--- config.mk ---
export PLATFORM = sky130hd
export DESIGN_NAME = pipe_ex_mdu
export DESIGN_NICKNAME = d
export VERILOG_FILES = /design/src/rtl/pipe_ex_mdu.sv
export SDC_FILE = /design/constraint.sdc
export NUM_CORES = 2
export LEC_CHECK = 0
export ABC_AREA = 1
export CAP_MARGIN = 20
export CORE_ASPECT_RATIO = 0.9
export CORE_MARGIN = 4
export CORE_UTILIZATION = 35
export DETAILED_ROUTE_END_ITERATION = 10
export PLACE_DENSITY_LB_ADDON = 0.12
export REMOVE_ABC_BUFFERS = 1
export SLEW_MARGIN = 25
export SYNTH_ARGS = -nofsm -noshare
export SYNTH_HDL_FRONTEND = slang
export SYNTH_SLANG_ARGS = --single-unit
--- constraint.sdc ---
create_clock -name clk_i -period 7.6 [get_ports clk_i]
set_clock_uncertainty 0.2 [all_clocks]
set_input_delay 1.52 -clock clk_i [delete_from_list [all_inputs] [get_ports clk_i]]
set_output_delay 1.52 -clock clk_i [all_outputs]
set_load 0.01 [all_outputs]
--- src/rtl/pipe_ex_mdu.sv ---
// Iterative RV64M multiply/divide unit shared by all issue lanes of the execute stage.
// Lanes are served in index order; results for the whole bundle are released on a one-cycle done beat.
module pipe_ex_mdu #(
  parameter int XLEN           = 64,
  parameter int LANES          = 2,
  parameter int BITS_PER_CYCLE = 1
) (
  input  logic                        clk_i,
  input  logic                        rst_ni,
  input  logic                        flush_i,
  input  logic [LANES-1:0]            req_valid_i,
  input  logic [LANES-1:0][2:0]       req_op_i,
  input  logic [LANES-1:0]            req_word32_i,
  input  logic [LANES-1:0][XLEN-1:0]  req_a_i,
  input  logic [LANES-1:0][XLEN-1:0]  req_b_i,
  output logic                        mdu_stall_o,
  output logic                        done_o,
  output logic [LANES-1:0][XLEN-1:0]  res_o
);

  localparam int LW = (LANES > 1) ? $clog2(LANES) : 1;
  localparam int CW = $clog2(XLEN) + 1;
  localparam int B  = BITS_PER_CYCLE;
  localparam logic [XLEN-1:0] MIN_VAL = {1'b1, {(XLEN-1){1'b0}}};

  typedef enum logic [1:0] {S_IDLE, S_CALC, S_DONE} state_t;

  function automatic logic [XLEN-1:0] sext32(input logic [31:0] v);
    logic [XLEN-1:0] r;
    r       = {XLEN{v[31]}};
    r[31:0] = v;
    return r;
  endfunction

  state_t                state_q;
  logic [LANES-1:0]      pend_q;
  logic [LW-1:0]         lane_q;
  logic [CW-1:0]         cnt_q;
  logic [2:0]            op_q;
  logic                  w_q, spec_q, a_neg_q, b_neg_q;
  logic [XLEN-1:0]       spec_res_q;
  logic [2*XLEN-1:0]     acc_q, mcand_q;
  logic [XLEN-1:0]       mplier_q, quo_q, dvsr_q;
  logic [XLEN:0]         rem_q;

  logic [LANES-1:0]      pend_nxt;
  logic [LW-1:0]         sel;
  logic [2:0]            ld_op;
  logic                  ld_w, ld_sa, ld_sb, ld_a_neg, ld_b_neg, ld_ovf, ld_spec, ld_en;
  logic [XLEN-1:0]       ax, bx, ld_mag_a, ld_mag_b, ld_dvd, ld_spec_res;
  logic [CW-1:0]         ld_cnt;

  logic [2*XLEN-1:0]     acc_d, mcand_d, prod;
  logic [XLEN-1:0]       mplier_d, quo_d, quo_s, rem_s, res_val;
  logic [XLEN:0]         rem_d;

  // Operand preparation for the next lane to load: the bundle head from IDLE, else the
  // lowest lane still pending once the current lane retires.
  always_comb begin
    pend_nxt = (state_q == S_IDLE) ? req_valid_i : pend_q;
    if (state_q == S_CALC) pend_nxt[lane_q] = 1'b0;
    sel = '0;
    for (int i = LANES-1; i >= 0; i--) begin
      if (pend_nxt[i]) sel = LW'(i);
    end
    ld_op    = req_op_i[sel];
    ld_w     = req_word32_i[sel] & ((ld_op == 3'b000) | ld_op[2]);
    ld_sa    = (ld_op == 3'b001) | (ld_op == 3'b010) | (ld_op == 3'b100) | (ld_op == 3'b110);
    ld_sb    = (ld_op == 3'b001) | (ld_op == 3'b100) | (ld_op == 3'b110);
    ax       = ld_w ? (ld_sa ? sext32(req_a_i[sel][31:0]) : XLEN'(req_a_i[sel][31:0])) : req_a_i[sel];
    bx       = ld_w ? (ld_sb ? sext32(req_b_i[sel][31:0]) : XLEN'(req_b_i[sel][31:0])) : req_b_i[sel];
    ld_a_neg = ld_sa & ax[XLEN-1];
    ld_b_neg = ld_sb & bx[XLEN-1];
    ld_mag_a = ld_a_neg ? -ax : ax;
    ld_mag_b = ld_b_neg ? -bx : bx;
    ld_dvd   = ld_w ? sext32(req_a_i[sel][31:0]) : req_a_i[sel];
    ld_ovf   = ld_sa & (ld_w ? ((req_a_i[sel][31:0] == 32'h8000_0000) & (req_b_i[sel][31:0] == 32'hFFFF_FFFF))
                             : ((req_a_i[sel] == MIN_VAL) & (req_b_i[sel] == '1)));
    ld_spec  = ld_op[2] & ((bx == '0) | ld_ovf);
    if (bx == '0) ld_spec_res = ld_op[1] ? ld_dvd : '1;
    else          ld_spec_res = ld_op[1] ? '0 : ld_dvd;
    ld_cnt   = ld_spec ? '0 : (ld_w ? CW'(32/B - 1) : CW'(XLEN/B - 1));
    ld_en    = ~flush_i & (((state_q == S_IDLE) & (|req_valid_i)) |
                           ((state_q == S_CALC) & (cnt_q == '0) & (|pend_nxt)));
  end

  // One iteration: B shift-add multiplier steps and B restoring-divide steps in parallel.
  always_comb begin
    acc_d    = acc_q;
    mcand_d  = mcand_q;
    mplier_d = mplier_q;
    rem_d    = rem_q;
    quo_d    = quo_q;
    for (int j = 0; j < B; j++) begin
      if (mplier_d[0]) acc_d = acc_d + mcand_d;
      mcand_d  = mcand_d << 1;
      mplier_d = mplier_d >> 1;
      rem_d    = {rem_d[XLEN-1:0], quo_d[XLEN-1]};
      quo_d    = quo_d << 1;
      if (rem_d >= {1'b0, dvsr_q}) begin
        rem_d    = rem_d - {1'b0, dvsr_q};
        quo_d[0] = 1'b1;
      end
    end
  end

  always_comb begin
    prod  = (a_neg_q ^ b_neg_q) ? -acc_d : acc_d;
    quo_s = (a_neg_q ^ b_neg_q) ? -quo_d : quo_d;
    rem_s = a_neg_q ? -rem_d[XLEN-1:0] : rem_d[XLEN-1:0];
    case (op_q)
      3'b000:                 res_val = prod[XLEN-1:0];
      3'b001, 3'b010, 3'b011: res_val = prod[2*XLEN-1:XLEN];
      3'b100, 3'b101:         res_val = quo_s;
      default:                res_val = rem_s;
    endcase
    if (w_q)    res_val = sext32(res_val[31:0]);
    if (spec_q) res_val = spec_res_q;
  end

  assign mdu_stall_o = (|req_valid_i) & ~done_o;

  always_ff @(posedge clk_i or negedge rst_ni) begin
    if (!rst_ni) begin
      state_q    <= S_IDLE;
      pend_q     <= '0;
      lane_q     <= '0;
      cnt_q      <= '0;
      op_q       <= '0;
      w_q        <= 1'b0;
      spec_q     <= 1'b0;
      a_neg_q    <= 1'b0;
      b_neg_q    <= 1'b0;
      spec_res_q <= '0;
      acc_q      <= '0;
      mcand_q    <= '0;
      mplier_q   <= '0;
      quo_q      <= '0;
      dvsr_q     <= '0;
      rem_q      <= '0;
      done_o     <= 1'b0;
      res_o      <= '0;
    end else begin
      done_o <= 1'b0;
      if (flush_i) begin
        state_q <= S_IDLE;
        pend_q  <= '0;
      end else begin
        case (state_q)
          S_IDLE: if (|req_valid_i) begin
            pend_q  <= req_valid_i;
            state_q <= S_CALC;
          end
          S_CALC: if (cnt_q == '0) begin
            res_o[lane_q] <= res_val;
            pend_q        <= pend_nxt;
            if (~|pend_nxt) begin
              state_q <= S_DONE;
              done_o  <= 1'b1;
            end
          end
          S_DONE:  state_q <= S_IDLE;
          default: state_q <= S_IDLE;
        endcase
      end

      if (ld_en) begin
        lane_q     <= sel;
        op_q       <= ld_op;
        w_q        <= ld_w;
        spec_q     <= ld_spec;
        spec_res_q <= ld_spec_res;
        a_neg_q    <= ld_a_neg;
        b_neg_q    <= ld_b_neg;
        cnt_q      <= ld_cnt;
        acc_q      <= '0;
        mcand_q    <= {{XLEN{1'b0}}, ld_mag_a};
        mplier_q   <= ld_mag_b;
        rem_q      <= '0;
        quo_q      <= ld_w ? (ld_mag_a << (XLEN-32)) : ld_mag_a;
        dvsr_q     <= ld_mag_b;
      end else if (!flush_i && state_q == S_CALC && cnt_q != '0) begin
        acc_q    <= acc_d;
        mcand_q  <= mcand_d;
        mplier_q <= mplier_d;
        rem_q    <= rem_d;
        quo_q    <= quo_d;
        cnt_q    <= cnt_q - 1'b1;
      end
    end
  end

endmodule

==> metrics.txt <==
most common cell in the netlist nand2_1; Data required, critical path 8.11 ns; number of flops mapped to enable cells by yosys 0; post-synth top area share 26.59%; worst slew pin tran 1.172 ns; via/cell ratio 5.428; Post-synth top cells nand2_1 (4130), inv_1 (1883), nor2_1 (1159); first-pass GRT wire length 541100 microns; Leakage 0.04047 uW; Peak VDD IR 0.4191 mV; via count 79460; clk_lat worst skew 0.77 ns; cell area after synthesis 68130 sq um; endpoints failing setup 0; CP Data Arrival Time 7.14 ns; Setup Crit Path Kind flop to flop; GRT overflow 0; GRT Total Usage 36.93%; Buffers on Ports 398; Setup crit end kind flop; Die ar. 201800 sq um; # Max-Cap Violations 0; CTS buffer count 93; cts hold-fix bufs 0; Mapped Cells 11740; drt drc 0; CTS tree built; Ys Warns 0; detailed placement HPWL 318600 microns; r2r setup slk 0.97 ns; die height 426.6 microns; cell area after layout 78340 sq um; ys async rst share 100.0%; sequential share of the synthesized area 26.59%; Avg WL per Cell 26.23 microns; Synth area leader dfrtp_1; Worst R2R End res_o[104]$_DFFE_PN0P_; hold path endpoint res_o[120]$_DFFE_PN0P_; period utilisation layout 87.30%; GPL Wtd Cong 1.029; Netlist cell types 79; largest net degree at the start of global routing 153; overall power 38470 uW; Avg Cell Area, Syn 5.805 sq um; final hold vios 0; I/O Pins 399; main area contributors after synthesis dfrtp_1 (27%), nand2_1 (23%), inv_1 (10%); area grow syn2layout 14.98%; CP startpoint kind flop; synthesis-stage register bit count 724; critical path fanouts, max 5; pins over their slew limit 0; slowest library cell on the worst path nor3_1; Clk Tree Root Cell clkbuf_16; TritonCTS Sinks 724; r2r startpoint acc_q[71]$_DFFE_PN0P_; Die Width 473.1 microns; status finished, final reports clean; Hold WC Path Type flop to flop; layout cells sized above 1 4.556%; deepest clock path buffer count 3; Core ar. 193300 sq um; CP most frequent cell nand2_1; R2R cell count 24; RSZ-0062 raised after global routing no; Placed Area 75100 sq um; Post-synth top flop dfrtp_1; 1st-iter DRT viols 8417; row count 153; hold path startpoint res_o[120]$_DFFE_PN0P_; post-layout minimum cycle time 6.635 ns; Max Fclk 150.7 MHz; vias in the first global route 74350; DRT Pass-1 Iters 6; PwrDens 491.1 nW/um^2; initial antenna violation count 23; htree depth 3; Starting Density 35.24%; Hold WS 0.2791 ns; max_slew headroom 21.07%; Slowest Stage Delay on Critical Path 0.82 ns; clock slew at reported path FFs 0.06 ns; CP Cell Sequence ha_1 > nand2_1 > nor2_1 > nand2_1 > nor2_1 > inv_1 > nor3_1 > nand3_1 > nand3_1 > nand3_1 > nand2_1 > nand2_1 > nor2_1 > nand2_1 > nor2_1 > nand3_1 > nand3b_1 > nand3_1 > nand3b_1 > buf_4 > nand2_1 > nand2_1 > nand3_1 > nand2_1; Final #Nets 12470; final WL 384000 microns; worst hold stages 2; fin util 40.52%; CTS resizes 0; Post-CTS Setup Inserts 0; Detail Route Antenna Nets 0
[registers in the layout, summed over array words and instances (netlist names), 2 cells and up]
signal	cells
spec_res_q	64
pend_q	2
acc_q	128
state_q	2
mplier_q	64
mcand_q	128
op_q	3
rem_q	64
res_o	128
cnt_q	7
quo_q	64
dvsr_q	64
[cell type report]
class	count	area, sq um
Inverter	1915	7214
Tap cell	2557	3199
Clock buffer	129	2653
Timing Repair Buffer	554	5410
Fill cell	21540	115000
Antenna cell	9	22.52
Multi-Input combinational cell	8709	41160
Sequential cell	724	18120
Clock inverter	41	560.5
[kinds of logic after synthesis]
family,share of synthesized area (%)
XOR/XNOR,1.427
adder cells (fa/ha/maj),3.695
buffers and inverters,13.19
multiplexers,0.5730
AND/OR/NAND/NOR,39.45
flip-flops,26.59
AO/OA/AOI/OAI,15.07
[worst max-delay path by stage]
stage                           start                      end  slack [ns]  cells past startpoint
3_5_place_dp           req_valid_i[0]     cnt_q[1]$_DFFE_PN0P_        0.50                     18
2_1_floorplan          req_valid_i[0]  mcand_q[10]$_DFFE_PN0P_      -10.99                      7
5_1_grt        dvsr_q[36]$_DFFE_PN0P_    res_o[62]$_DFFE_PN0P_        0.85                     33
3_3_place_gp           req_valid_i[0]     cnt_q[1]$_DFFE_PN0P_       -0.06                     18
4_1_cts         acc_q[76]$_DFFE_PN0P_   res_o[104]$_DFFE_PN0P_        1.21                     24
6_report        acc_q[71]$_DFFE_PN0P_   res_o[104]$_DFFE_PN0P_        0.97                     24
[layout by cell type, fill, tap and decap left out, types with 14 or more instances in the layout]
cell type,netlist,layout
a21oi_1,505,504
a22oi_1,19,19
a31oi_1,18,18
buf_12,0,20
buf_4,12,136
clkbuf_1,249,17
clkbuf_16,0,93
clkbuf_8,0,19
clkdlybuf4s50_1,0,397
clkinv_2,0,15
dfrtp_1,724,722
ha_1,198,198
inv_1,1883,1879
inv_2,27,27
mux2i_1,34,34
nand2_1,4130,4127
nand2_2,16,17
nand3_1,808,808
nand3b_1,41,41
nand4_1,116,116
nor2_1,1159,1152
nor2_2,23,24
nor3_1,102,101
nor4_1,31,29
o211ai_1,48,48
o21a_1,14,14
o21ai_0,722,717
o21ai_1,88,92
o21ai_2,22,22
o21bai_1,18,18
o221ai_1,46,46
o22ai_1,221,221
or2_2,63,63
xnor2_1,25,25
xor2_1,86,86
[stage by stage]
stage	TNS (ns)	setup slack (ns)	std cells
after floorplan	-4654.56	-10.99	11350
after global placement	-0.1291	-0.05539	14460
after detailed placement	0	0.5038	14460
after CTS	0	1.212	14630
after global routing	0	0.8499	14630
final	0	0.9651	14640
[worst max-delay path, delay by kind of cell (launching register included)]
kind,cells,cell delay (ns)
fa+ha+maj,1,0.46
buf+inv,2,0.28
flops,1,0.46
simple gates,21,5.15
[routing by layer]
metal	GRT usage [%]	vias up	routed length, microns
met1	48.98	37890	165100
met4	17.43	6	21600
li1	-	37720	-
met5	0	-	41
met2	59.25	3256	171100
met3	5.252	588	26030
[power by group]
part | internal, uW | switching (uW)
registers | 5050 | 1360
clock network | 2710 | 2090
logic | 7120 | 20100
No activity file was read; power rests on OpenSTA's default activity.
